File: config.mk
export PLATFORM = sky130hd
export DESIGN_NAME = vga_dac_host_fml
export DESIGN_NICKNAME = d
export VERILOG_FILES = /design/src/rtl/vga_dac_host_fml_pkg.sv /design/src/rtl/vga_dac_rgb_seq.sv /design/src/rtl/vga_dac_host_fml.sv
export SDC_FILE = /design/constraint.sdc
export NUM_CORES = 1
export LEC_CHECK = 0
export CORE_MARGIN = 10
export CORE_UTILIZATION = 30
export CTS_BUF_LIST = sky130_fd_sc_hd__clkbuf_8
export DETAILED_ROUTE_END_ITERATION = 8
export DONT_BUFFER_PORTS = 1
export PLACE_DENSITY = 0.56
export SYNTH_ARGS = -nofsm -noshare
export SYNTH_HDL_FRONTEND = slang
export SYNTH_HIERARCHICAL = 1
export SYNTH_SLANG_ARGS = --single-unit
File: constraint.sdc
create_clock -name clk -period 1.9 [get_ports clk]
set_input_delay 0.19 -clock clk [delete_from_list [all_inputs] [get_ports clk]]
set_output_delay 0.19 -clock clk [all_outputs]
set_load 0.02 [all_outputs]
File: src/rtl/vga_dac_host_fml_pkg.sv
// rtl/vga_dac_host_fml_pkg.sv - shared constants and FSM encoding for the DAC host initiator
package vga_dac_host_fml_pkg;

    localparam logic [1:0] SEL_PEL_MASK = 2'd0;
    localparam logic [1:0] SEL_RD_IDX   = 2'd1;
    localparam logic [1:0] SEL_WR_IDX   = 2'd2;
    localparam logic [1:0] SEL_DATA     = 2'd3;

    localparam logic [1:0] CYC_R = 2'd0;
    localparam logic [1:0] CYC_G = 2'd1;
    localparam logic [1:0] CYC_B = 2'd2;

    localparam logic [1:0] DAC_STATE_WR = 2'b00;
    localparam logic [1:0] DAC_STATE_RD = 2'b11;

    typedef enum logic [1:0] {
        ST_IDLE    = 2'd0,
        ST_RD_WAIT = 2'd1,
        ST_ACK     = 2'd2
    } fsm_state_t;

endpackage

File: src/rtl/vga_dac_rgb_seq.sv
// rtl/vga_dac_rgb_seq.sv - R,G,B component counter with palette index auto-increment
module vga_dac_rgb_seq
    import vga_dac_host_fml_pkg::*;
(
    input  logic       clk,
    input  logic       rst,
    input  logic       i_load,
    input  logic [7:0] i_load_index,
    input  logic       i_advance,
    output logic [1:0] o_cycle,
    output logic [7:0] o_index
);

    logic [1:0] r_cycle;
    logic [7:0] r_index;

    // Load wins over advance; after B the index steps and wraps naturally at 8 bits.
    always_ff @(posedge clk) begin
        if (rst) begin
            r_cycle <= CYC_R;
            r_index <= 8'h00;
        end else if (i_load) begin
            r_cycle <= CYC_R;
            r_index <= i_load_index;
        end else if (i_advance) begin
            if (r_cycle == CYC_B) begin
                r_cycle <= CYC_R;
                r_index <= r_index + 8'h01;
            end else begin
                r_cycle <= r_cycle + 2'd1;
            end
        end
    end

    assign o_cycle = r_cycle;
    assign o_index = r_index;

endmodule

File: src/rtl/vga_dac_host_fml.sv
// rtl/vga_dac_host_fml.sv - CPU port decoder and R,G,B sequencer driving the DAC colour registers
module vga_dac_host_fml
    import vga_dac_host_fml_pkg::*;
#(
    parameter int DATA_SHIFT = 2
) (
    input  logic       clk,
    input  logic       rst,
    input  logic       io_stb,
    input  logic       io_we,
    input  logic [1:0] io_sel,
    input  logic [7:0] io_wdat,
    output logic [7:0] io_rdat,
    output logic       io_ack,
    output logic [7:0] pel_mask,
    output logic       dac_we,
    output logic [1:0] dac_write_data_cycle,
    output logic [7:0] dac_write_data_register,
    output logic [3:0] dac_write_data,
    output logic [1:0] dac_read_data_cycle,
    output logic [7:0] dac_read_data_register,
    input  logic [3:0] dac_read_data
);

    fsm_state_t r_state;
    fsm_state_t w_next_state;

    logic [7:0] r_pel_mask;
    logic [1:0] r_dac_state;
    logic [7:0] r_rdat;

    logic       w_access;
    logic       w_data_wr;
    logic       w_wr_load;
    logic       w_rd_load;
    logic       w_rd_advance;
    logic [7:0] w_rd_ext;
    logic [1:0] w_wr_cycle;
    logic [7:0] w_wr_index;
    logic [1:0] w_rd_cycle;
    logic [7:0] w_rd_index;

    assign w_access     = (r_state == ST_IDLE) && io_stb;
    assign w_data_wr    = w_access && io_we && (io_sel == SEL_DATA) && !rst;
    assign w_wr_load    = w_access && io_we && (io_sel == SEL_WR_IDX);
    assign w_rd_load    = w_access && io_we && (io_sel == SEL_RD_IDX);
    assign w_rd_advance = (r_state == ST_RD_WAIT);
    assign w_rd_ext     = 8'(dac_read_data) << DATA_SHIFT;

    always_ff @(posedge clk) begin
        if (rst) begin
            r_state <= ST_IDLE;
        end else begin
            r_state <= w_next_state;
        end
    end

    always_comb begin
        w_next_state = r_state;
        case (r_state)
            ST_IDLE: begin
                if (io_stb) begin
                    if (!io_we && (io_sel == SEL_DATA)) begin
                        w_next_state = ST_RD_WAIT;
                    end else begin
                        w_next_state = ST_ACK;
                    end
                end
            end
            ST_RD_WAIT: w_next_state = ST_ACK;
            ST_ACK:     w_next_state = ST_IDLE;
            default:    w_next_state = ST_IDLE;
        endcase
    end

    // Non-data reads are captured at decode; data reads wait one cycle for the register file.
    always_ff @(posedge clk) begin
        if (rst) begin
            r_pel_mask  <= 8'hFF;
            r_dac_state <= DAC_STATE_WR;
            r_rdat      <= 8'h00;
        end else if (w_access) begin
            if (io_we) begin
                case (io_sel)
                    SEL_PEL_MASK: r_pel_mask  <= io_wdat;
                    SEL_RD_IDX:   r_dac_state <= DAC_STATE_RD;
                    SEL_WR_IDX:   r_dac_state <= DAC_STATE_WR;
                    default:      ;
                endcase
            end else begin
                case (io_sel)
                    SEL_PEL_MASK: r_rdat <= r_pel_mask;
                    SEL_RD_IDX:   r_rdat <= {6'b0, r_dac_state};
                    SEL_WR_IDX:   r_rdat <= w_wr_index;
                    default:      ;
                endcase
            end
        end else if (r_state == ST_RD_WAIT) begin
            r_rdat <= w_rd_ext;
        end
    end

    vga_dac_rgb_seq u_wr_seq (
        .clk          (clk),
        .rst          (rst),
        .i_load       (w_wr_load),
        .i_load_index (io_wdat),
        .i_advance    (w_data_wr),
        .o_cycle      (w_wr_cycle),
        .o_index      (w_wr_index)
    );

    vga_dac_rgb_seq u_rd_seq (
        .clk          (clk),
        .rst          (rst),
        .i_load       (w_rd_load),
        .i_load_index (io_wdat),
        .i_advance    (w_rd_advance),
        .o_cycle      (w_rd_cycle),
        .o_index      (w_rd_index)
    );

    assign io_ack                  = (r_state == ST_ACK);
    assign io_rdat                 = r_rdat;
    assign pel_mask                = r_pel_mask;
    assign dac_we                  = w_data_wr;
    assign dac_write_data          = w_data_wr ? io_wdat[DATA_SHIFT+3:DATA_SHIFT] : 4'h0;
    assign dac_write_data_cycle    = w_wr_cycle;
    assign dac_write_data_register = w_wr_index;
    assign dac_read_data_cycle     = w_rd_cycle;
    assign dac_read_data_register  = w_rd_index;

endmodule

---- After elaboration in Yosys (flattened, before gate mapping) ----
Index checks and enable logic that the tools add are counted.
cells by class
  add/sub/neg operators ................... 4
  multiplexer cells ....................... 17
  eq/ne operators ......................... 10
  reduce and logical (&&, ||, !) cells .... 24
operator list
  cell                                                                      count
  8-bit two-way mux                                                         9
  8-bit case mux with 3 select lines                                        1
  8-bit by 1-bit adder with 8-bit output (second input constant)            2
  2-bit nonzero test                                                        6
  2-bit == test (second input constant)                                     5
  3-bit AND reduction                                                       3
  2-bit two-way mux                                                         4
  2-bit case mux with 2 select lines                                        2
  1-bit logical AND                                                         7
  2-bit by 1-bit adder with 2-bit output (second input constant)            2
  2-bit by 1-bit == test with 1-bit output (second input constant)          2
  2-bit logical NOT                                                         2
  4-bit two-way mux                                                         1
  2-bit inequality test (second input constant)                             2
  4-bit by 1-bit inequality test with 1-bit output (second input constant)  1
  2-bit AND reduction                                                       2
  2-bit OR reduction                                                        2
  1-bit logical NOT                                                         2
word-level totals
  word-level logic and storage cells ...... 63
  bits of input ports ..................... 18
  register bits after elaboration ......... 40
  output and inout bits ................... 42

---- Logic depth before layout (Yosys ltp) ----
Gate-level depths: netlist (run 1).
  depth in word-level cells ............... 7
  depth in mapped cells ................... 7

---- Modules after synthesis ----
Netlist (run 1), hierarchy kept.
by module, submodules not included
  module            times used  cells an instance  area each (µm²)
  vga_dac_rgb_seq   2           63                 553.0
  vga_dac_host_fml  1           126                1028.5

---- Worst setup path after synthesis (run 1) ----
No wires, ideal clock.
  path kind ............................... register to register
  from .................................... register r_state[1]
  to ...................................... register u_wr_seq.r_index[6] (netlist: u_wr_seq/o_index[6])
  required time ........................... 1.809 ns
  library setup time ...................... 0.091 ns
  arrival ................................. 2.043 ns
  period minus slack after synthesis ...... 2.133 ns
  path buffers ............................ 0
  setup slack ............................. -0.233 ns
  stages on the path, launching flop included .. 6
  cells stage by stage .................... dfxtp_1 > nor3b_4 > and4b_1 > nand3b_4 > or4_1 > a311oi_1
on the way
  word-level cells in the longest chain between the ends .. 7
  elaborated cells on any way between the ends .. 10
RTL lines
  item                                  RTL line                text
  from (decl)                           vga_dac_host_fml.sv:25  fsm_state_t r_state;
  from (signal assigned)                vga_dac_host_fml.sv:54  r_state <= w_next_state;
  2-bit logical NOT                     vga_dac_host_fml.sv:43  assign w_access = (r_state == ST_IDLE) && io_stb;
  1-bit logical AND                     vga_dac_host_fml.sv:43
  1-bit logical AND (3 in a row)        vga_dac_host_fml.sv:44  assign w_data_wr = w_access && io_we && (io_sel == SEL_DATA) && !rst;
  via dac_we                            vga_dac_host_fml.sv:16  output logic dac_we,
  2-bit nonzero test (no source line)   --
  2-bit AND reduction (no source line)  --
  to (signal assigned)                  vga_dac_rgb_seq.sv:24   r_index <= i_load_index;
  to (signal assigned)                  vga_dac_rgb_seq.sv:28   r_index <= r_index + 8'h01;
  to (decl)                             vga_dac_rgb_seq.sv:15   logic [7:0] r_index;
The timed path passes the listed nets, and every way through them passes these cells.
A chain may end at the register's enable or synchronous reset.

---- Final worst setup path (run 1) ----
  from .................................... register r_state[1]
  to ...................................... register u_wr_seq.r_index[4] (netlist: u_wr_seq/o_index[4])
on the way
  word-level cells in the longest chain between the ends .. 7
  elaborated cells on any way between the ends .. 10
RTL lines
  item                                  RTL line
  2-bit logical NOT (*)                 vga_dac_host_fml.sv:43
  1-bit logical AND (*)                 vga_dac_host_fml.sv:43
  1-bit logical AND (*)                 vga_dac_host_fml.sv:44, vga_dac_host_fml.sv:45
  1-bit logical AND (2 in a row)        vga_dac_host_fml.sv:44
  2-bit nonzero test (no source line)   --
  2-bit AND reduction (no source line)  --
Mark *: on every way between the ends. The rest lies on a longest branch, timed or not.

==> results.yml, run 1 <==
worst_setup_path:
  worstPathCellList: "nor3b_4 -> and4b_4 -> nand3b_4 -> or3_4 -> a311oi_2"
  crit_buf_inv: 0
  cp.arrival_ns: 2.00
  r2r_slack_ns: 0.1
  critPathMaxStageDelay_ns: 0.39
  reg2regPathDepth: 5
  crit_type: "flip-flop to flip-flop"
  startpoint_type: "flip-flop"
  cp_slowest_cell: "or3_4"
  r2r_end: "u_wr_seq/o_index[4]"
  end_kind: "flip-flop"
  cpLargestDelayFamily: "simple AND/OR/NAND/NOR gates"
  required_ns: 2.10
  timing.rr.start: "r_state[1]"
  worstPathMaxFanout: 8
grt:
  track_usage_pct: 12.1
  grt_max_degree: 31
  grt_pass1_vias: 1883
  antenna_found_initial: 0
  grt-ovfl-total: 0
  grt_pass1_wl_um: 10600
drt:
  ant_nets: 0
  drc: 0
  first_iter_violations: 96
  num_vias: 1937
  vias_per_cell: 5.28
  wl_um: 6720
  drt_pass1_iterations: 4
  wl_per_cell_um: 18.3
sta:
  layout_min_cycle_time_ns: 1.80
  hold_violations: 0
  fmax_mhz: 555
  setup_slack_ns: 0.0979
  period_share_pct: 94.8
  clock_skew_ns: 0.00460
  worstMarginPinSlew_ns: 1.17
  rsz0062_at_grt: "false"
  drv_slew: 0
  setup_tns_ns: 0
  setup_violations: 0
  maxSlewHeadroom_pct: 21.7
place:
  globalplace.congestion: 0.806
  placed_cells: 354
  io_buffer_count: 0
  hpwlAfterDp_um: 4960
  pre_cts_slack_ns: 0.110
synthesis:
  syn_inst: 252
  synth_cell_types: 43
  yosysSeqAreaShare_pct: 36.6
  netlist_top_cells_area: "dfxtp_1, nand2_1, nand3_1"
  synth_top_area_share_pct: 36.6
  synth_area_per_cell_um2: 8.47
  synthXorXnorAreaFrac_pct: 1.64
  muxShareOfSynthArea_pct: 0.938
  synthAdderAreaFrac_pct: 4.10
  synth-seq-cells: 39
  yosys_warnings: 6
  yosysTopAreaCell: "dfxtp_1"
  syn-cell-area_mm2: 0.00213
  synth_compound_area_share_pct: 19.0
  syn-num-nets: 277
  synth_top_family_by_area: "simple AND/OR/NAND/NOR gates"
  synthSimpleGateAreaFrac_pct: 33.8
clock_network:
  cts_buffer_depth: 2
  cts_buffers: 5
  cts_max_level: 2
  cts_sinks: 39
  path_clk_slew_ns: 0.08
  cts-root-buf: "clkbuf_8"
  cts_tree: "yes"
  clk-insertion-delay-late_ns: 0.30
hold_path:
  hold_path_depth: 1
  hp-class: "input pin to flip-flop"
  min_from: "io_wdat[7]"
  whs_endpoint: "pel_mask[7]"
floorplanning:
  dieArea_mm2: 0.0109
  die_w_um: 104
  die_h_um: 104
  core_area_mm2: 0.00687
  num_rows: 30
  start_util_pct: 31.1
  pin_count: 60
final_layout:
  drive_above_1_share_pct: 15.9
  syn_to_final_growth_pct: 18.2
  antennaDiodeCount: 0
  mostFrequentLayoutCells: "dfxtp_1, nand2_1, nand3_1"
  final_nets: 295
  final_common_cell: "dfxtp_1"
  fin_cells: 367
  fillers: 720
pwr:
  p_sw_share_pct: 26.9
  vdd_drop_max_mv: 0.323
  combPwrFrac_pct: 11.1
  p_sw_mw: 0.501
  p_leak_nw: 0.988
  p_int_mw: 1.36
  p_seq_share_pct: 49.1
  p_per_area_mw_per_mm2: 739
  p_clk_share_pct: 39.8
outcome:
  status: "finished clean"
run:
  max_cap_violations: 0
-- synthesized netlist by cell type, drive strengths merged --
cell type   n
mux2i       2
nand2b      7
nand3b     10
nand4bb     2
nor4b       2
xor2        4
nand2      30
a211oi      7
nor2b       1
o21bai      4
nand4       2
o211ai      8
o21ai       6
o21a        2
or4         4
nor3b       3
ha          7
nor3        6
nand3      19
o2111ai     2
dfxtp      39
or3         4
a211o       2
nor2       17
a31oi       4
buf         3
and4b       1
a21boi      3
a311oi      4
nor4bb      1
and2        6
and3        4
nand4b      4
a21oi      11
inv         9
o31ai       3
clkbuf      8
o31a        1
-- power by group through the flow --
| stage | clock network (mW) | registers, mW | logic [mW] |
|---|---|---|---|
| 2_1_floorplan | 0 | 0.935 | 0.141 |
| 3_3_place_gp | 0 | 0.935 | 0.186 |
| 5_1_grt | 0.785 | 0.921 | 0.230 |
| 3_5_place_dp | 0 | 0.936 | 0.187 |
| 4_1_cts | 0.763 | 0.916 | 0.204 |
| 6_report | 0.743 | 0.915 | 0.207 |
-- worst max-delay path by stage --
stage,end,cells past startpoint,startpoint
6_report,u_wr_seq/o_index[4],5,r_state[1]
5_1_grt,u_wr_seq/o_index[4],5,r_state[1]
4_1_cts,dac_write_data[0],4,r_state[1]
3_5_place_dp,u_rd_seq/o_index[6],5,r_state[1]
3_3_place_gp,u_wr_seq/o_index[6],5,r_state[0]
2_1_floorplan,u_wr_seq/o_index[6],5,r_state[0]
-- per-layer routing --
layer	up-vias	share of wire (%)	GRT usage, %
met4	0	1.1	4.47
li1	958	-	-
met1	916	45	15.2
met5	-	0	0
met3	4	9.9	4.58
met2	59	44	18.4
-- worst register-to-register path: cells and delay by family, from the launching register on --
| kind | cells | cell delay [ns] |
|---|---|---|
| and+or+nand+nor | 4 | 1.08 |
| DFF | 1 | 0.35 |
| AOI/OAI and AO/OA | 1 | 0.28 |
-- sequential cells by signal, indices dropped and copies added (netlist names) --
register,flops
r_state,2
u_rd_seq/o_cycle,2
pel_mask,8
u_wr_seq/o_index,8
u_rd_seq/o_index,8
u_wr_seq/o_cycle,2
io_rdat,8
r_dac_state,1
-- cell families after synthesis --
| logic type | Yosys count |
|---|---|
| buffers and inverters | 20 |
| multiplexers | 2 |
| AND/OR/NAND/NOR | 123 |
| flip-flops | 39 |
| AO/OA/AOI/OAI | 57 |
| adder cells (fa/ha/maj) | 7 |
| XOR/XNOR | 4 |
-- through the flow --
step	util, %	hold WS, ns	area [um^2]	power [mW]
after floorplan	-	0.308	2140	1.08
after global placement	34.1	0.263	2340	1.12
after detailed placement	34.1	0.264	2340	1.12
after CTS	36.4	0.00198	2500	1.88
after global routing	36.7	0.00434	2520	1.94
final	36.7	0.0118	2520	1.86
-- timing repair --
action	in CTS	in global routing
setup endpoints to repair	0	6
endpoints found under the hold margin	31	0
setup buffers	0	1
gates resized for setup	0	9
hold buffers	4	0
-- layout make-up --
cell class	instances	area [um^2]	share of cell area (%)
clock buffers	6	82.6	3.27
clock inverters	2	35.0	1.39
repair buffers	22	179	7.09
well taps	96	120	4.76
inverters	9	33.8	1.34
flip-flops and latches	39	783	31.1
multi-input cells	193	1290	51.1
No activity file was read; power rests on OpenSTA's default activity.
==> inputs of run 2 (changes only) <==
Settings changed: SYNTH_HIERARCHICAL 1 to default.
==> run 2 against run 1 <==
  * Sequential power is 2.8% lower
  * Critical path depth down 2
  * Maximum frequency increased by 3.6%
  * Worst setup slack better by 0.062 ns
  * Hold slack lost 0.0023 ns
  * Sequential cell count unchanged
==> results.yml, run 2 <==
outcome:
  status: "finished clean"
place:
  placed_area_mm2: 0.00224
  placed_cells: 335
  pre_cts_slack_ns: 0.217
  io_buffer_count: 0
  globalplace.congestion: 0.755
  hpwlAfterDp_um: 4910
grt:
  track_usage_pct: 12.3
  grt-ovfl-total: 0
  grt_pass1_wl_um: 9980
  grt_pass1_vias: 1814
  antenna_found_initial: 0
  grt_max_degree: 38
drt:
  wl_um: 6500
  num_vias: 1848
  ant_nets: 0
  first_iter_violations: 136
  vias_per_cell: 5.36
  drc: 0
  wl_per_cell_um: 18.8
  drt_pass1_iterations: 4
synthesis:
  synth-seq-cells: 39
  synth_most_common_cell: "dfxtp_1"
  synth_edf_count: 0
  synth_area_per_cell_um2: 8.27
  synth_flop_cell: "dfxtp_1"
  synth_cell_types: 47
  syn-cell-area_mm2: 0.00206
  synthTopCellsByCount: "dfxtp_1, nand2_1, nor2_1"
  synth_top_area_share_pct: 37.9
  yosysSeqAreaShare_pct: 37.9
  netlist_top_cells_area: "dfxtp_1, nand2_1, a211oi_1"
  yosysTopAreaCell: "dfxtp_1"
  yosys_warnings: 0
  syn-num-nets: 273
  syn_inst: 249
  synthArstFlopShare_pct: 0
run:
  max_cap_violations: 0
final_layout:
  fin_cells: 345
  drive_above_1_share_pct: 12.8
  syn_to_final_growth_pct: 16.9
  final_common_cell: "dfxtp_1"
  final_nets: 288
  antennaDiodeCount: 0
  mostFrequentLayoutCells: "dfxtp_1, nand2_1, buf_4"
  utilization_pct: 35.8
  final_area_mm2: 0.00241
clock_network:
  cts-root-buf: "clkbuf_8"
  cts_max_level: 2
  clk-insertion-delay-late_ns: 0.29
  cts_sinks: 39
  path_clk_slew_ns: 0.07
  cts_resized: 0
  cts_buffers: 5
  cts_tree: "yes"
  cts_buffer_depth: 2
  post-cts-setup-buffer-count: 0
sta:
  setup_tns_ns: 0
  hold_violations: 0
  period_share_pct: 91.6
  drv_slew: 0
  maxSlewHeadroom_pct: 65.1
  worstMarginPinSlew_ns: 0.523
  fmax_mhz: 575
  setup_violations: 0
  setup_slack_ns: 0.160
  clock_skew_ns: 0.00973
  holdWs_ns: 0.00954
  layout_min_cycle_time_ns: 1.74
  rsz0062_at_grt: "false"
worst_setup_path:
  worstPathMaxFanout: 14
  cp.arrival_ns: 1.55
  crit_type: "flip-flop to primary output"
  reg2regPathDepth: 5
  r2r_slack_ns: 0.21
  end_kind: "primary output"
  required_ns: 1.71
  startpoint_type: "flip-flop"
pwr:
  p_per_area_mw_per_mm2: 791
  p_sw_share_pct: 24.3
  combPwrFrac_pct: 10.3
  vdd_drop_max_mv: 0.283
  total_power_mw: 1.90
  p_leak_nw: 0.942
  p_int_mw: 1.44
  p_clk_share_pct: 43.0
  p_sw_mw: 0.464
  p_seq_share_pct: 46.7
floorplanning:
  dieArea_mm2: 0.0106
  pin_count: 60
  start_util_pct: 30.7
  die_h_um: 103
  core_area_mm2: 0.00672
  num_rows: 30
  die_w_um: 103
hold_path:
  hp-class: "input pin to flip-flop"
  hold_path_depth: 1
## run 2: power groups by stage
stage / Combinational [mW] / Clock, mW / Sequential (mW)
after floorplan: 0.132 / 0 / 0.909
after global placement: 0.175 / 0 / 0.909
after detailed placement: 0.178 / 0 / 0.910
after CTS: 0.199 / 0.838 / 0.890
after global routing: 0.219 / 0.867 / 0.893
final: 0.197 / 0.819 / 0.889
## run 2: timing repair
action	4_1_cts	5_1_grt
hold buffers	2	0
setup endpoints to repair	0	0
hold endpoints to repair	37	0
## run 2: cell families (layout without fill, tap and decap cells)
logic type	Yosys count	after routing	synth area share [%]
AND/OR/NAND/NOR	121	121	32.0
AO/OA/AOI/OAI	54	54	18.1
multiplexers	1	1	0.486
XOR/XNOR	9	9	3.83
flip-flops	39	39	37.9
adder cells (fa/ha/maj)	6	6	3.65
buffers and inverters	19	35	4.07
## run 2: area by class of cell
type | count | area, um^2
clock buffer | 5 | 68.8
clock inverter | 3 | 63.8
fill | 703 | 4310
inverter | 5 | 18.8
multi-input combinational | 191 | 1190
sequential | 39 | 781
tap | 80 | 100
timing repair buffer | 22 | 180
## run 2: critical path, cell delays in order (launching register included)
cell,delay [ns]
dfxtp_1,0.32
and4bb_1,0.40
buf_4,0.24
and3_1,0.31
## run 2: layer usage
layer	vias up	global-route usage, %	wire length (um)
li1	926	-	-
met1	866	14.9	2830
met2	50	19.1	2990
met3	6	5.63	620
met4	0	3.53	53
met5	-	0	0
## run 2: worst paths after layout
check | endpoint | from
max | dac_write_data[1] | r_state[0]
min | pel_mask[6] | rst
max reg2reg | u_wr_seq.o_index[7] | r_state[0]
min reg2reg | u_rd_seq.o_index[4] | u_rd_seq.o_index[4]
